File: config.mk
export PLATFORM = sky130hd
export DESIGN_NAME = step_record_sequencer
export DESIGN_NICKNAME = d
export VERILOG_FILES = /design/src/rtl/step_record_sequencer.sv
export SDC_FILE = /design/constraint.sdc
export NUM_CORES = 1
export LEC_CHECK = 0
export BUFFER_PORTS_ARGS = -buffer_cell sky130_fd_sc_hd__buf_2
export CORE_ASPECT_RATIO = 1.25
export CORE_UTILIZATION = 55
export DETAILED_ROUTE_END_ITERATION = 7
export PLACE_DENSITY = 0.76
export SYNTH_ARGS = -nofsm -noshare
export SYNTH_HDL_FRONTEND = slang
export SYNTH_SLANG_ARGS = --single-unit
File: constraint.sdc
create_clock -name clk -period 4.18 [get_ports clk]
set_input_delay 0.209 -clock clk [delete_from_list [all_inputs] [get_ports clk]]
set_output_delay 0.209 -clock clk [all_outputs]
set_load 0.05 [all_outputs]
File: src/rtl/step_record_sequencer.sv
// Step record sequencer: pops 16-bit motion records ({mask, interval}) from the
// record FIFO and plays each one out. A record drives its mask on the step pins
// for PULSE_CYCLES clocks. It then dwells until the record length has elapsed,
// and then the next record is fetched. A sticky flag is raised when the FIFO
// runs dry before an end-of-move record (interval 0) has been seen.
module step_record_sequencer #(
  parameter int AXES         = 8,
  parameter int PULSE_CYCLES = 32,
  parameter int TICK_DIV     = 12
) (
  input  logic            clk,
  input  logic            rst_n,
  input  logic            enable,
  input  logic            fifo_empty,
  output logic            fifo_rd_en,
  input  logic [15:0]     fifo_data,
  output logic [AXES-1:0] step_out,
  output logic            busy,
  output logic            underrun,
  input  logic            clear_underrun,
  output logic [15:0]     record_count
);

  // Wide enough for the longest record (255 ticks) plus the pulse, with headroom.
  localparam int CNT_W = $clog2(255 * TICK_DIV + PULSE_CYCLES) + 1;

  typedef enum logic [1:0] {
    S_IDLE,
    S_FETCH,
    S_LOAD,
    S_RUN
  } state_t;

  state_t           state;
  logic [AXES-1:0]  mask_r;
  logic [CNT_W-1:0] last_r;
  logic             ivl_nz_r;
  logic [CNT_W-1:0] cnt;
  logic [CNT_W-1:0] cnt_next;

  // Index of the final cycle of a record: max(PULSE_CYCLES, ivl*TICK_DIV) - 1.
  function automatic logic [CNT_W-1:0] record_last(input logic [7:0] ivl);
    logic [CNT_W-1:0] span;
    span = CNT_W'(ivl) * CNT_W'(TICK_DIV);
    if (span < CNT_W'(PULSE_CYCLES)) begin
      span = CNT_W'(PULSE_CYCLES);
    end
    return span - CNT_W'(1);
  endfunction

  assign cnt_next = cnt + CNT_W'(1);

  // Record datapath: latch the popped record in LOAD, count cycles through RUN.
  always_ff @(posedge clk) begin
    if (state == S_LOAD) begin
      mask_r   <= fifo_data[8 +: AXES];
      last_r   <= record_last(fifo_data[7:0]);
      ivl_nz_r <= |fifo_data[7:0];
      cnt      <= '0;
    end else if (state == S_RUN) begin
      cnt <= cnt_next;
    end
  end

  // Sequencer FSM with registered strobe, step pins, status and record counter.
  always_ff @(posedge clk or negedge rst_n) begin
    if (!rst_n) begin
      state        <= S_IDLE;
      fifo_rd_en   <= 1'b0;
      step_out     <= '0;
      busy         <= 1'b0;
      underrun     <= 1'b0;
      record_count <= 16'd0;
    end else begin
      fifo_rd_en <= 1'b0;
      // A set later in this block overrides the clear.
      if (clear_underrun) begin
        underrun <= 1'b0;
      end
      case (state)
        S_IDLE: begin
          if (enable && !fifo_empty) begin
            state      <= S_FETCH;
            fifo_rd_en <= 1'b1;
            busy       <= 1'b1;
          end
        end
        S_FETCH: begin
          state <= S_LOAD;
        end
        S_LOAD: begin
          // Pins go high together with the first RUN cycle.
          state    <= S_RUN;
          step_out <= fifo_data[8 +: AXES];
        end
        S_RUN: begin
          if (cnt == last_r) begin
            record_count <= record_count + 16'd1;
            step_out     <= '0;
            if (enable && !fifo_empty) begin
              state      <= S_FETCH;
              fifo_rd_en <= 1'b1;
            end else begin
              state <= S_IDLE;
              busy  <= 1'b0;
            end
            if (enable && fifo_empty && ivl_nz_r) begin
              underrun <= 1'b1;
            end
          end else if (cnt_next >= CNT_W'(PULSE_CYCLES)) begin
            step_out <= '0;
          end else begin
            step_out <= mask_r;
          end
        end
        default: begin
          state    <= S_IDLE;
          busy     <= 1'b0;
          step_out <= '0;
        end
      endcase
    end
  end

endmodule

Yosys cells after proc, flatten, opt, wreduce, memory -nomap -nowiden

Cells that the tools add are included.

Magnitude comparators: 2
Add/subtract/negate cells: 3
Equal/unequal tests: 7
Multiplexer cells: 20
Reductions and logical operators: 11
Multiply operators: 1

Operators by type and width:

| cell                    | number |
|---|---|
| $add A16 B1 Y16 const B | 1 |
| $mux W8                 | 2 |
| $pmux W8 S2             | 1 |
| $add A13 B1 Y13 const B | 1 |
| $eq A13 B13 Y1          | 1 |
| $ge A13 B6 Y1 const B   | 1 |
| $mux W13                | 1 |
| $sub A13 B1 Y13 const B | 1 |
| $lt A12 B6 Y1 const B   | 1 |
| $mux W12                | 1 |
| $mul A8 B2 Y10 const B  | 1 |
| $mux W1                 | 10 |
| $pmux W2 S4             | 1 |
| $reduce_or A8 Y1        | 1 |
| $eq A2 B2 Y1 const B    | 2 |
| $mux W2                 | 2 |
| $ne A2 B2 Y1 const B    | 2 |
| $pmux W1 S2             | 2 |
| $reduce_and A2 Y1       | 2 |
| $reduce_and A4 Y1       | 1 |
| $reduce_bool A2 Y1      | 2 |
| $logic_and A1 B1 Y1     | 3 |
| $eq A2 B1 Y1 const B    | 1 |
| $logic_not A2 Y1        | 1 |
| 2 further kinds         | 2 |

Logic and storage cells: 54
Output and inout port bits: 27
Bits in registers: 64
Input port bits: 21

Longest topological paths before layout

Depth after elaboration: 5
Depth in mapped cells: 14
Mapped depth without buffers: 13

Worst setup path before layout

OpenSTA, ideal clock, no wires.

Kind: input -> register
Start: input port fifo_data[0]
End: register last_r[8], data pin
Library setup time: 0.269 ns
Path buffers: 1
Slack: 0.931 ns
Arrival time: 2.980 ns
Stages on the path: 14
Cells stage by stage: ha_1 > fa_1 > a21oi_1 > o21bai_1 > xor2_1 > or2_0 > buf_6 > nor4_4 > nand2b_1 > ha_1 > nand3b_1 > or2_2 > o21ai_0 > o31ai_1

Word-level cells in the longest chain between the ends: 5

RTL lines:

| what                 | line | RTL |
|---|---|---|
| from (decl)          | 16   | `input logic [15:0] fifo_data,` |
| $mul A8 B2 Y10 (*)   | 44   | `span = CNT_W'(ivl) * CNT_W'(TICK_DIV);` |
| $lt A12 B6 Y1        | 45   | `if (span < CNT_W'(PULSE_CYCLES)) begin` |
| $mux W12 (*)         | 45   |  |
| $mux W13 (*)         | 55   | `if (state == S_LOAD) begin` |
| $sub A13 B1 Y13 (*)  | 48   | `return span - CNT_W'(1);` |
| to (signal assigned) | 57   | `last_r <= record_last(fifo_data[7:0]);` |
| to (decl)            | 36   | `logic [CNT_W-1:0] last_r;` |

Mark *: on every way between the ends. The rest lies on a longest branch, timed or not. The select of a mux whose other input is x is not followed.
A chain may end at the register's enable or synchronous reset.

Worst setup path after layout

Same ends and word-level chain as after synthesis.

==> results.py <==
metrics = {
    "outcome": {
        "status": "finished clean",
    },
    "global_routing": {
        "grt_util_all_layers_pct": 22.0,
        "antenna_found_initial": 0,
        "grt_overflow": 0,
        "grt_max_degree": 51,
        "grt_pass1_vias": 2604,
        "grt_pass1_wl_um": 11600,
    },
    "sta": {
        "slew_headroom_pct": 32.9,
        "finalSetupViolations": 0,
        "grt_setup_unrepaired": "false",
        "worst_pin_slew_ns": 1.01,
        "clock_skew_ns": 0.0111,
        "finalCritPeriodShare_pct": 81.3,
        "max_freq_mhz": 294,
        "drv_slew": 0,
        "tns_ns": 0,
        "hold_viol_final": 0,
        "period_needed_ns": 3.40,
    },
    "clocking": {
        "clk_latency_ns": 0.34,
        "cts_made_buffers": 9,
        "cts_tree": "done",
        "clkTransAtPathRegs_ns": 0.07,
        "postCtsSetupBuffers": 0,
        "cts_hold_buf": 1,
        "cts_sinks": 62,
        "cts_root_buf": "clkbuf_8",
        "cts.path.max_buffers": 2,
        "htreeDepth": 3,
        "post_cts_resized": 0,
    },
    "critical_path": {
        "critPathArrivalTime_ns": 3.46,
        "crit_fanout": 7,
        "r2r_setup_slack_ns": 1.90,
        "path_class": "in2reg",
        "required_ns": 4.25,
        "end_kind": "register",
        "startpoint_type": "primary input",
    },
    "synthesis": {
        "synth_area_um2": 3620,
        "synth_nets": 401,
        "synth-edff-count": 20,
        "yosysTopAreaCellShare_pct": 20.0,
        "synth_top_area_cell": "dfrtp_1",
        "yosysUniqueCellTypes": 57,
        "synth.yosys.seq_area_share_pct": 43.8,
        "synthArstFlopShare_pct": 46.8,
        "synth_warnings": 0,
        "synth.area.top_cells": "dfrtp_1, edfxtp_1, xnor2_1",
        "ys_seq_elements": 62,
        "ys.flop_type": "dfrtp_1",
        "syn_avg_cell_area_um2": 10.1,
        "synth_cells": 359,
    },
    "route": {
        "dr_wl_met2_um": 3490,
        "route.antenna.remaining_nets": 0,
        "dr.max_layer_used": "met4",
        "wirelength_um": 6910,
        "viasPerCell": 5.54,
        "vias": 2719,
        "dr.pass1.iters": 5,
        "drt_iter0_drc": 113,
        "wl_per_cell_um": 14.1,
        "met1_length_um": 3030,
        "met3_length_um": 188,
        "drc": 0,
    },
    "cells_and_area": {
        "mostFrequentLayoutCells": "buf_2, xnor2_1, dfrtp_1",
        "multi_input_area_um2": 1830,
        "finalInstanceArea_um2": 4080,
        "drive_gt1_share_pct": 19.7,
        "layout_commonest_cell": "buf_2",
        "fillers": 569,
        "n_antenna_cell": 0,
        "layout.nets": 443,
        "seqCellArea_um2": 1590,
        "area_delta_synth_final_pct": 12.5,
    },
    "floorplan": {
        "die_h_um": 92.8,
        "die_w_um": 74.6,
        "io_pins": 48,
        "rows": 32,
        "die-area_um2": 6920,
        "core_area_um2": 6290,
        "start_util_pct": 57.6,
    },
    "place": {
        "dp_hpwl_um": 4880,
        "gp_congestion": 0.826,
        "place_area_um2": 3860,
        "numPortBuffers": 47,
    },
    "power": {
        "power_density_nw_per_um2": 316,
        "leakage_uw": 0.00185,
        "ir_worst_vdd_mv": 0.185,
    },
    "hold_path": {
        "hp-class": "in2reg",
    },
    "flow_run": {
        "cap_violations": 0,
    },
}
-- power by group --
part | internal [µW] | total, µW | switching, µW
Combinational | 50.5 | 129 | 78.4
Clock | 303 | 529 | 226
Sequential | 629 | 629 | 0.0000000000000100
-- final timing paths --
| path | from | end | cells past startpoint |
|---|---|---|---|
| setup / recovery | fifo_data[0] | last_r[8] | 14 |
| hold / removal | clear_underrun | underrun | 2 |
| max in group asynchronous | rst_n | step_out[4] | 2 |
| min in group asynchronous | rst_n | step_out[0] | 2 |
| setup reg to reg | cnt[2] | step_out[5] | 6 |
| hold reg to reg | record_count[15] | record_count[15] | 1 |
-- routing by layer --
layer,track usage (%),vias up
li1,-,1352
met1,26.4,1294
met2,36.6,54
met3,3.48,19
met4,12.3,0
met5,0,-
-- critical path, stage by stage --
cell and delay, ns:
buf_2 0.13, ha_1 0.22, fa_1 0.44, a21oi_1 0.28, o21bai_1 0.11, xor2_1 0.17
or2_0 0.39, nor4_4 0.45, nand2b_1 0.19, ha_1 0.18, nand3b_1 0.13, or2_2 0.34
o21ai_0 0.15, o31ai_1 0.09
-- through the flow --
| stage | utilization (%) | total power, µW | hold slack, ns | setup slack (ns) | cells |
|---|---|---|---|---|---|
| floorplan | - | 737 | -0.0866 | 0.931 | 359 |
| global placement | 61.4 | 767 | 0.277 | 0.531 | 474 |
| detailed placement | 61.4 | 771 | 0.275 | 0.441 | 474 |
| CTS | 64.8 | 1300 | 0.0376 | 0.794 | 491 |
| global route | 64.8 | 1340 | 0.0418 | 0.503 | 491 |
| finish | 64.8 | 1290 | 0.0491 | 0.783 | 491 |
-- synthesized netlist by cell type, types with 3 or more instances --
cell type,number
nand4_1,16
nand2b_1,3
clkbuf_1,8
nand3_1,16
edfxtp_1,20
buf_6,6
o31ai_1,3
o21ai_1,3
a21oi_1,27
or3_1,6
nor2_1,23
xor2_1,13
mux2_2,3
ha_1,20
inv_1,26
nand2_1,14
a21o_1,9
xnor2_1,32
o22ai_1,9
dfxtp_1,13
nor3_1,4
dfrtp_1,29
and3_1,5
o21ai_0,10
-- flip-flops by register name, indices dropped and copies added, names as in the netlist --
name and flops:
step_out 8, mask_r 8, cnt 13, last_r 11, underrun 1, fifo_rd_en 1, state 2, record_count 16
busy 1, ivl_nz_r 1
-- cell families (layout without fill, tap and decap cells) --
family	count (synthesis)	in the layout	synth area share (%)
muxes	4	4	1.21
DFF	62	62	43.8
other	1	1	0.103
and+or+nand+nor	101	101	15.1
buffers and inverters	44	91	5.87
AOI/OAI and AO/OA	79	79	14.7
adders and majority gates	21	21	7.46
xor gates and xnor gates	47	47	11.8
-- cell type report --
class | count | area share (%)
multi-input cells | 253 | 44.8
clock buffers | 14 | 4.79
repair buffers | 49 | 6.20
clock inverters | 2 | 0.246
well taps | 85 | 2.61
inverters | 26 | 2.39
flip-flops and latches | 62 | 38.9
No activity file was read; power rests on OpenSTA's default activity.
